==> config.mk <==
export PLATFORM = sky130hd
export DESIGN_NAME = load_store_unit
export DESIGN_NICKNAME = d
export VERILOG_FILES = /design/src/rtl/load_store_unit.sv
export SDC_FILE = /design/constraint.sdc
export NUM_CORES = 1
export LEC_CHECK = 0
export BUFFER_PORTS_ARGS = -buffer_cell sky130_fd_sc_hd__buf_2
export CELL_PAD_IN_SITES_DETAIL_PLACEMENT = 1
export CELL_PAD_IN_SITES_GLOBAL_PLACEMENT = 2
export CORE_MARGIN = 2
export CORE_UTILIZATION = 28
export DETAILED_ROUTE_END_ITERATION = 7
export GPL_ROUTABILITY_DRIVEN = 0
export GPL_TIMING_DRIVEN = 1
export HOLD_SLACK_MARGIN = 0.06
export PLACE_DENSITY_LB_ADDON = 0.1
export SYNTH_ARGS = -nofsm -noshare
export SYNTH_HDL_FRONTEND = slang
export SYNTH_SLANG_ARGS = --single-unit
==> constraint.sdc <==
create_clock -name clk -period 1.9 [get_ports clk]
set_input_delay 0.475 -clock clk [delete_from_list [all_inputs] [get_ports clk]]
set_output_delay 0.475 -clock clk [all_outputs]
set_load 0.005 [all_outputs]
==> src/rtl/load_store_unit.sv <==
// load_store_unit: single-outstanding RV64 load/store stage with req/ack memory handshake and timeout
module load_store_unit #(
  parameter int TIMEOUT = 255
) (
  input  logic        clk,
  input  logic        reset,
  input  logic        req_valid,
  output logic        req_ready,
  input  logic        req_we,
  input  logic [2:0]  req_funct3,
  input  logic [63:0] req_addr,
  input  logic [63:0] req_wdata,
  output logic        resp_valid,
  output logic [63:0] resp_rdata,
  output logic        resp_err,
  output logic        mem_req,
  output logic        mem_we,
  output logic [63:0] mem_addr,
  output logic [63:0] mem_wdata,
  output logic [7:0]  mem_wstrb,
  input  logic        mem_ack,
  input  logic [63:0] mem_rdata
);
  typedef enum logic [1:0] {IDLE, REQ, RESP, ERR} state_t;
  state_t state, state_nx;
  logic [15:0] cnt;
  logic [2:0] f3, off;
  logic accept, illegal, misaligned, bad, tmo;
  logic [7:0] strb;
  logic [63:0] lane, ext;
  assign accept = req_valid && state == IDLE;
  assign illegal = req_we ? req_funct3[2] : &req_funct3;
  assign misaligned = req_funct3[1:0] == 2'd1 ? req_addr[0] :
                      req_funct3[1:0] == 2'd2 ? |req_addr[1:0] :
                      req_funct3[1:0] == 2'd3 ? |req_addr[2:0] : 1'b0;
  assign bad = illegal || misaligned;
  assign tmo = cnt == 16'(TIMEOUT - 1);
  assign strb = req_funct3[1:0] == 2'd0 ? 8'h01 :
                req_funct3[1:0] == 2'd1 ? 8'h03 :
                req_funct3[1:0] == 2'd2 ? 8'h0F : 8'hFF;
  // Bring the addressed byte lane down to bit 0 before extending
  assign lane = mem_rdata >> {off, 3'b000};
  assign ext = f3 == 3'b000 ? {{56{lane[7]}}, lane[7:0]} :
               f3 == 3'b001 ? {{48{lane[15]}}, lane[15:0]} :
               f3 == 3'b010 ? {{32{lane[31]}}, lane[31:0]} :
               f3 == 3'b100 ? {56'd0, lane[7:0]} :
               f3 == 3'b101 ? {48'd0, lane[15:0]} :
               f3 == 3'b110 ? {32'd0, lane[31:0]} : lane;
  assign req_ready = state == IDLE;
  assign resp_valid = state == RESP || state == ERR;
  assign resp_err = state == ERR;
  always_comb begin
    state_nx = IDLE;
    state_nx = state == IDLE ? (accept ? (bad ? ERR : REQ) : IDLE) :
               state == REQ  ? (mem_ack ? RESP : tmo ? ERR : REQ) : IDLE;
  end
  always_ff @(posedge clk or negedge reset)
    if (!reset) state <= IDLE;
    else state <= state_nx;
  always_ff @(posedge clk or negedge reset)
    if (!reset) begin
      cnt <= 16'd0;
      f3 <= 3'd0;
      off <= 3'd0;
      mem_req <= 1'b0;
      mem_we <= 1'b0;
      mem_addr <= 64'd0;
      mem_wdata <= 64'd0;
      mem_wstrb <= 8'd0;
      resp_rdata <= 64'd0;
    end else begin
      cnt <= (state == REQ && !mem_ack && !tmo) ? cnt + 16'd1 : 16'd0;
      if (accept && !bad) begin
        mem_req <= 1'b1;
        mem_we <= req_we;
        mem_addr <= {req_addr[63:3], 3'b000};
        mem_wdata <= req_wdata << {req_addr[2:0], 3'b000};
        mem_wstrb <= req_we ? strb << req_addr[2:0] : 8'h00;
        f3 <= req_funct3;
        off <= req_addr[2:0];
      end else if (state == REQ && (mem_ack || tmo)) mem_req <= 1'b0;
      if (state == REQ && mem_ack) resp_rdata <= mem_we ? 64'd0 : ext;
      else if (state_nx == ERR) resp_rdata <= 64'd0;
    end
endmodule

==> results_tabular.tex, run 1 <==
\begin{tabular}{lr}
\hline
Metric & Value \\
\hline
\multicolumn{2}{l}{\textbf{STA}} \\
Final worst clock skew & 0.01638 ns \\
Share of the clock period used by the worst path & 1.061 \\
RSZ-0062 raised after global routing & true \\
Max-slew headroom at the worst pin & 0.5925 \\
Number of pins exceeding their max-slew limit in the final report & 0 \\
Time the final worst path needs with I/O delays and setup & 2.016 ns \\
Slew of the pin with the lowest slew margin & 0.6113 ns \\
Number of hold violations in the final report & 0 \\
Hold slack & 0.1416 ns \\
Number of setup violations in the final report & 55 \\
Setup slack after layout & -0.1158 ns \\
Fin Setup TNS & -3.683 ns \\
Maximum clock rate & 0.4961 GHz \\
\multicolumn{2}{l}{\textbf{Power}} \\
Internal portion of total power & 16,040 µW \\
Total design power & 25,270 µW \\
Switching power of the nets & 9225 µW \\
Worst-case vdd ir drop & 971.9 µV \\
Power density over the cells & 1483 mW/mm² \\
Sequential share of power & 0.312 \\
Leakage power & 0.008157 µW \\
Logic pwr share & 0.461 \\
Power share of the clock group & 0.227 \\
Net Sw Frac & 0.3651 \\
\multicolumn{2}{l}{\textbf{Finish}} \\
Utilization of the core after routing & 0.3972 \\
Proportion of layout cells with a drive suffix above 1 & 0.4748 \\
Post-route design area & 0.01703 mm² \\
Final net count & 1,812 \\
Synth-to-Final Area Change & 40.71\% \\
\multicolumn{2}{l}{\textbf{Critical path}} \\
Maximum single-stage delay on the critical path & 0.52 ns \\
Slack of the worst reg-to-reg path & -0.12 ns \\
Kind of cell adding the most delay to the critical path & multiplexers \\
Data required time at the worst endpoint & 2.37 ns \\
Buffering stage count on the worst path with inverters included & 2 \\
Arrival time reported for the critical path endpoint & 2.49 ns \\
Critical path startpoint category & flop \\
Crit Path Max Fanout & 32 \\
Critical path, cell by cell & buf\_12 -> mux2i\_2 -> mux4\_2 -> a21oi\_4 -> o21ai\_2 -> buf\_12 -> o2bb2ai\_2 \\
Capture point of the worst reg-to-reg path & resp\_rdata[59] \\
Critical register-to-register path startpoint & off[1] \\
Worst Setup Path Type & reg2reg \\
Cell count of the worst reg-to-reg path & 7 \\
Most numerous cell on the critical path & sky130\_fd\_sc\_hd\_\_buf\_12 \\
Crit-path slowest cell & sky130\_fd\_sc\_hd\_\_mux4\_2 \\
Kind of capture point of the worst setup path & flop \\
\multicolumn{2}{l}{\textbf{Drt}} \\
Number of detailed-routing iterations run before antenna repair & 5 \\
Via density per instance & 4.943 \\
Wire length per cell after detailed routing & 21.66 µm \\
Routed length on met2 & 23,150 µm \\
Metal3 WL & 2457 µm \\
Number of remaining DRC errors & 0 \\
Violation count after the first detailed-route iteration & 508 \\
Remaining antenna violation count & 0 \\
Total length of routed wires & 48,050 µm \\
Highest layer used for signal routing & met5 \\
Met1 wire length & 21,390 µm \\
Vias & 10,960 \\
\multicolumn{2}{l}{\textbf{Synth}} \\
Synth top area share & 0.4610 \\
Share of synthesized flip-flops with an asynchronous set or reset & 1.000 \\
Number of enable-type register cells in the synthesized netlist & 0 \\
Number of instances in the synthesized netlist & 1,123 \\
Number of flip-flops and latches in the synthesized netlist & 223 \\
Post-synth top area cell & sky130\_fd\_sc\_hd\_\_dfrtp\_1 \\
Synth warn & 0 \\
Mean Syn Cell Area & 10.78 µm² \\
Most area-consuming cells after synthesis & sky130\_fd\_sc\_hd\_\_dfrtp\_1 46\%, sky130\_fd\_sc\_hd\_\_mux2\_2 9.8\%, sky130\_fd\_sc\_hd\_\_mux2i\_1 6.9\% \\
Number of distinct standard cells referenced by the synthesized netlist & 54 \\
Most frequent cell after synthesis & sky130\_fd\_sc\_hd\_\_dfrtp\_1 \\
Portion of the post-synthesis area used by sequential elements & 0.4610 \\
Post-synth design cell area & 0.01211 mm² \\
Top flip-flop cell by instance count after synthesis & sky130\_fd\_sc\_hd\_\_dfrtp\_1 \\
Commonest cells in the synthesized netlist & 223 x sky130\_fd\_sc\_hd\_\_dfrtp\_1, 131 x sky130\_fd\_sc\_hd\_\_nand2\_1, 105 x sky130\_fd\_sc\_hd\_\_mux2\_2 \\
\multicolumn{2}{l}{\textbf{Place}} \\
Post-Place Cell Area & 0.01578 mm² \\
Half-perimeter wire length of the detailed placement result & 36,230 µm \\
Number of I/O port buffers & 401 \\
\multicolumn{2}{l}{\textbf{Clock tree}} \\
Clock Pin Slew Worst Setup and Hold Paths & 0.07 ns \\
Clock insertion delay at the later pin of the skew report & 0.56 ns \\
TritonCTS clock tree & built \\
Maximum level of the CTS H-tree & 1 \\
Maximum buffer depth of the clock tree & 3 \\
Inserted Clock Buffers & 28 \\
CTS sink cnt & 223 \\
Library cell used as clock root buffer & sky130\_fd\_sc\_hd\_\_clkbuf\_16 \\
\multicolumn{2}{l}{\textbf{Die}} \\
Y dimension of the die & 211.9 µm \\
Die span in x & 211.9 µm \\
Placement row count & 76 \\
Core area & 0.04289 mm² \\
Area of the die & 0.04491 mm² \\
I/O pin cnt & 405 \\
Starting density of the core & 0.2823 \\
\multicolumn{2}{l}{\textbf{Global routing}} \\
Vias in the first global route & 11,510 \\
Pin count of the biggest net entering global routing & 90 \\
Total track usage & 0.2095 \\
First-pass GRT wire length & 71,660 µm \\
Antenna violations before repair & 5 \\
Overflow after GRT & 0 \\
\multicolumn{2}{l}{\textbf{Outcome}} \\
Outcome & finished, violations left \\
Violated checks & setup timing \\
\multicolumn{2}{l}{\textbf{Job}} \\
Number of max-capacitance violations reported & 0 \\
\multicolumn{2}{l}{\textbf{Hold path}} \\
Path class of the lowest-slack min-delay path & in2reg \\
Number of cells on the worst hold path & 2 \\
Hold Path Sink & mem\_addr[55] \\
Worst Hold Launch & req\_addr[55] \\
\hline
\end{tabular}
power by group through the flow:
stage                     Clock, µW  Combinational (µW)  Sequential [µW]
after global placement            0               11200             7940
final                          5740               11600             7890
after global routing           6080               12700             8150
after detailed placement          0               11300             7980
after floorplan                   0                5690             7760
after CTS                      5910               11700             7910
cells by family after synthesis:
logic type               count (synthesis)  share of synthesized area
AO/OA/AOI/OAI                          302                     0.1762
AND/OR/NAND/NOR                        252                    0.08858
flip-flops                             223                     0.4610
multiplexers                           217                     0.2192
buffers and inverters                  114                    0.04393
XOR/XNOR                                12                   0.008683
adder cells (fa/ha/maj)                  2                   0.002067
other                                    1                  0.0003098
state kept, by name, summed over array words and instances (netlist names):
signal	flops
off	3
f3	3
resp_rdata	64
mem_addr	61
mem_we	1
state	2
cnt	16
mem_req	1
mem_wdata	64
mem_wstrb	8
per-stage QoR:
stage / std cells / setup WS, ns
final: 2218 / -0.1158
after global routing: 2217 / -0.1905
after CTS: 2215 / -0.1176
after detailed placement: 2160 / -0.2390
after global placement: 2160 / -0.2011
after floorplan: 1125 / -0.007026
worst max-delay path by stage:
stage                              from             end  cells after the start
final                            off[1]  resp_rdata[59]                      7
after global routing             off[1]  resp_rdata[12]                      7
after CTS                        off[1]  resp_rdata[58]                      8
after detailed placement         off[1]  resp_rdata[11]                      7
after global placement           off[1]  resp_rdata[11]                      7
after floorplan           req_funct3[1]    mem_addr[56]                      7
area by class of cell:
cell class / instances / area [µm²]
Antenna cell: 3 / 7.507
Clock buffer: 42 / 844.6
Clock inverter: 8 / 145.1
Fill cell: 4872 / 25850
Inverter: 11 / 41.29
Multi-Input combinational cell: 788 / 6177
Sequential cell: 223 / 5587
Tap cell: 585 / 732.0
Timing Repair Buffer: 558 / 3500
layer usage:
metal  GRT usage  vias up
met3     0.03709       54
met5           0        -
li1            -     5110
met4     0.05585        4
met1      0.2774     5512
met2      0.3520      284
timing repair:
action	4_1_cts	5_1_grt
endpoints found under the hold margin	27	0
setup endpoints to repair	62	65
gates resized for setup	13	18
pin swaps	1	2
hold buffers	1	0
gates cloned	1	0
setup buffers	3	0
cell usage in the layout (no fill, tap or decap), drive strengths merged, types with 8 or more instances in the layout:
cell and n:
a211oi 16, a21oi 38, a221oi 10, a22o 8, a22oi 23, buf 556
clkbuf 42, dfrtp 223, inv 8, mux2 105, mux2i 84, mux4 28
nand2 131, nor2 68, nor2b 12, nor3 12, o21ai 85, o2bb2ai 63
o31ai 30, xor2 9
(Power assumes the default switching activity.)
==> inputs of run 2 (changes only) <==
--- a/config.mk
+++ b/config.mk
@@ -6,7 +6,7 @@
 export NUM_CORES = 1
 export LEC_CHECK = 0
 export BUFFER_PORTS_ARGS = -buffer_cell sky130_fd_sc_hd__buf_2
-export CELL_PAD_IN_SITES_DETAIL_PLACEMENT = 1
+export CELL_PAD_IN_SITES_DETAIL_PLACEMENT = 0
 export CELL_PAD_IN_SITES_GLOBAL_PLACEMENT = 2
 export CORE_MARGIN = 2
 export CORE_UTILIZATION = 28
==> run 2 against run 1 <==
Net effect:
- clock skew shrank 0.0053 ns
- final cell count grew 0.36%
- core utilization rose by 0.55 points
- register-to-register slack gained 0.02 ns
- via count is 1.7% lower
- routed wire length shrank 2.7%
- the flow still finishes with violations (setup timing)
- global-route usage decreased by 0.51 points
==> results_tabular.tex, run 2 (same netlist as run 1, synthesis figures left out) <==
\begin{tabular}{lr}
\hline
Metric & Value \\
\hline
\multicolumn{2}{l}{\textbf{Die}} \\
Area of the die & 0.04491 mm² (unchanged) \\
Placement row count & 76 (unchanged) \\
Die span in x & 211.9 µm (unchanged) \\
Y dimension of the die & 211.9 µm (unchanged) \\
Starting density of the core & 0.2823 (unchanged) \\
I/O pin cnt & 405 (unchanged) \\
Core area & 0.04289 mm² (unchanged) \\
\multicolumn{2}{l}{\textbf{Hold path}} \\
Number of cells on the worst hold path & 2 (unchanged) \\
Path class of the lowest-slack min-delay path & in2reg (unchanged) \\
\multicolumn{2}{l}{\textbf{Drt}} \\
Via density per instance & 4.843 (was 4.943) \\
Number of detailed-routing iterations run before antenna repair & 5 (unchanged) \\
Total length of routed wires & 46,750 µm (was 48,050 µm) \\
Wire length per cell after detailed routing & 21.00 µm (was 21.66 µm) \\
Remaining antenna violation count & 0 (unchanged) \\
Number of remaining DRC errors & 0 (unchanged) \\
Violation count after the first detailed-route iteration & 578 (was 508) \\
Vias & 10,780 (was 10,960) \\
\multicolumn{2}{l}{\textbf{Clock tree}} \\
TritonCTS clock tree & built (unchanged) \\
Clock Pin Slew Worst Setup and Hold Paths & 0.06 ns (was 0.07 ns) \\
CTS sink cnt & 223 (unchanged) \\
Clock insertion delay at the later pin of the skew report & 0.58 ns (was 0.56 ns) \\
Inserted Clock Buffers & 30 (was 28) \\
Maximum level of the CTS H-tree & 1 (unchanged) \\
Maximum buffer depth of the clock tree & 3 (unchanged) \\
Library cell used as clock root buffer & sky130\_fd\_sc\_hd\_\_clkbuf\_16 (unchanged) \\
\multicolumn{2}{l}{\textbf{Finish}} \\
Most common cell after layout, fill and taps aside & sky130\_fd\_sc\_hd\_\_buf\_2 (unchanged) \\
Commonest cells after routing, fill and taps aside & 399 x sky130\_fd\_sc\_hd\_\_buf\_2, 220 x sky130\_fd\_sc\_hd\_\_dfrtp\_1, 134 x sky130\_fd\_sc\_hd\_\_buf\_4 (was 399 x sky130\_fd\_sc\_hd\_\_buf\_2, 220 x sky130\_fd\_sc\_hd\_\_dfrtp\_1, 133 x sky130\_fd\_sc\_hd\_\_buf\_4) \\
Regs by FF count & mem\_wdata x64, resp\_rdata x64, mem\_addr x61 (unchanged) \\
Proportion of layout cells with a drive suffix above 1 & 0.4869 (was 0.4748) \\
Post-route design area & 0.01727 mm² (was 0.01703 mm²) \\
Post-Layout Cell Count & 2,226 (was 2,218) \\
Final net count & 1,818 (was 1,812) \\
Synth-to-Final Area Change & 42.66\% (was 40.71\%) \\
\multicolumn{2}{l}{\textbf{STA}} \\
Final worst clock skew & 0.01107 ns (was 0.01638 ns) \\
Max-slew headroom at the worst pin & 0.5982 (was 0.5925) \\
Slew of the pin with the lowest slew margin & 0.6028 ns (was 0.6113 ns) \\
Number of setup violations in the final report & 63 (was 55) \\
Share of the clock period used by the worst path & 1.051 (was 1.061) \\
Maximum clock rate & 0.5009 GHz (was 0.4961 GHz) \\
Number of pins exceeding their max-slew limit in the final report & 0 (unchanged) \\
RSZ-0062 raised after global routing & true (unchanged) \\
Setup slack after layout & -0.09645 ns (was -0.1158 ns) \\
Number of hold violations in the final report & 0 (unchanged) \\
Time the final worst path needs with I/O delays and setup & 1.996 ns (was 2.016 ns) \\
\multicolumn{2}{l}{\textbf{Global routing}} \\
Total track usage & 0.2043 (was 0.2095) \\
First-pass GRT wire length & 69,750 µm (was 71,660 µm) \\
Overflow after GRT & 0 (unchanged) \\
Pin count of the biggest net entering global routing & 90 (unchanged) \\
Antenna violations before repair & 4 (was 5) \\
Vias in the first global route & 10,990 (was 11,510) \\
\multicolumn{2}{l}{\textbf{Place}} \\
DP Cell Count & 2,160 (unchanged) \\
Post-Place Cell Area & 0.01578 mm² (unchanged) \\
Half-perimeter wire length of the detailed placement result & 34,840 µm (was 36,230 µm) \\
Number of I/O port buffers & 401 (unchanged) \\
Worst-case setup slack after placement & -0.2102 ns (was -0.2390 ns) \\
\multicolumn{2}{l}{\textbf{Critical path}} \\
Data required time at the worst endpoint & 2.40 ns (was 2.37 ns) \\
Arrival time reported for the critical path endpoint & 2.50 ns (was 2.49 ns) \\
Cell count of the worst reg-to-reg path & 7 (unchanged) \\
Critical path startpoint category & flop (unchanged) \\
Crit Path Max Fanout & 32 (unchanged) \\
Kind of capture point of the worst setup path & flop (unchanged) \\
Worst Setup Path Type & reg2reg (unchanged) \\
\multicolumn{2}{l}{\textbf{Power}} \\
Power density over the cells & 1508 mW/mm² (was 1483 mW/mm²) \\
Leakage power & 0.008259 µW (was 0.008157 µW) \\
Worst-case vdd ir drop & 910.3 µV (was 971.9 µV) \\
\multicolumn{2}{l}{\textbf{Outcome}} \\
Outcome & finished, violations left (unchanged) \\
Violated checks & setup timing (unchanged) \\
\multicolumn{2}{l}{\textbf{Job}} \\
Number of max-capacitance violations reported & 0 (unchanged) \\
\hline
\end{tabular}
==> run 2: cell count changes in the layout (fill, tap and decap cells not counted), sizes merged <==
cell	previous run	this run
buf	556	559
diode	3	2
clkbuf	42	40
bufinv	4	7
clkinv	5	10
==> run 2: critical path: stages, from the launching register on <==
cell and delay (ns):
sky130_fd_sc_hd__dfrtp_2 0.46, sky130_fd_sc_hd__buf_6 0.15, sky130_fd_sc_hd__mux2i_1 0.12, sky130_fd_sc_hd__mux4_2 0.51, sky130_fd_sc_hd__a21oi_4 0.20, sky130_fd_sc_hd__o21ai_2 0.10, sky130_fd_sc_hd__buf_12 0.18, sky130_fd_sc_hd__o2bb2ai_1 0.17
==> run 2: report_power, final <==
part / leakage (µW) / switching [µW] / total (µW) / internal (µW)
logic: 0.00483 / 5780 / 11800 / 5980
clock network: 0.000546 / 2310 / 6380 / 4070
registers: 0.00288 / 1280 / 7910 / 6620
==> run 2: layer usage <==
layer	GRT usage	vias to the layer above	routed length (µm)
li1	-	5117	-
met1	0.2815	5302	21060
met2	0.3314	302	22230
met3	0.03575	56	2291
met4	0.05245	4	1138
met5	0	-	20
==> run 2: area by class of cell <==
class / instances / area (µm²)
clock inverters: 16 / 275.3
fillers: 4394 / 25620
flip-flops and latches: 223 / 5587
diodes: 2 / 5.005
well taps: 585 / 732.0
multi-input cells: 788 / 6233
inverters: 11 / 41.29
clock buffers: 39 / 844.6
repair buffers: 562 / 3551
==> run 2: repair_timing <==
| item | in CTS | in global routing |
|---|---|---|
| buffers inserted | 5 | 1 |
| endpoints found under the setup margin | 56 | 66 |
| gates resized for setup | 27 | 22 |
| endpoints found under the hold margin | 27 | 0 |
| gates cloned | 1 | 1 |
| hold buffers | 1 | 0 |
| pin swaps | 0 | 4 |
==> run 2: worst paths after layout <==
check / from / end / slack (ns)
min in group asynchronous: reset / cnt[7] / 0.39
worst min-delay path: req_addr[25] / mem_addr[25] / 0.12
worst max register to register: off[1] / resp_rdata[57] / -0.1
worst max-delay path: off[1] / resp_rdata[57] / -0.1
worst min register to register: mem_wstrb[5] / mem_wstrb[5] / 0.47
max in group asynchronous: reset / resp_rdata[61] / 0.93
==> run 2: stage by stage <==
stage / TNS (ns) / power, µW / utilization / hold slack, ns
floorplan: -0.09521 / 13450 / - / 0.1794
global placement: -15.95 / 19100 / 0.3680 / 0.3913
detailed placement: -16.88 / 19130 / 0.3680 / 0.3863
CTS: -3.282 / 26120 / 0.3989 / 0.09065
global route: -9.047 / 27690 / 0.4026 / 0.09964
finish: -3.495 / 26040 / 0.4027 / 0.1227
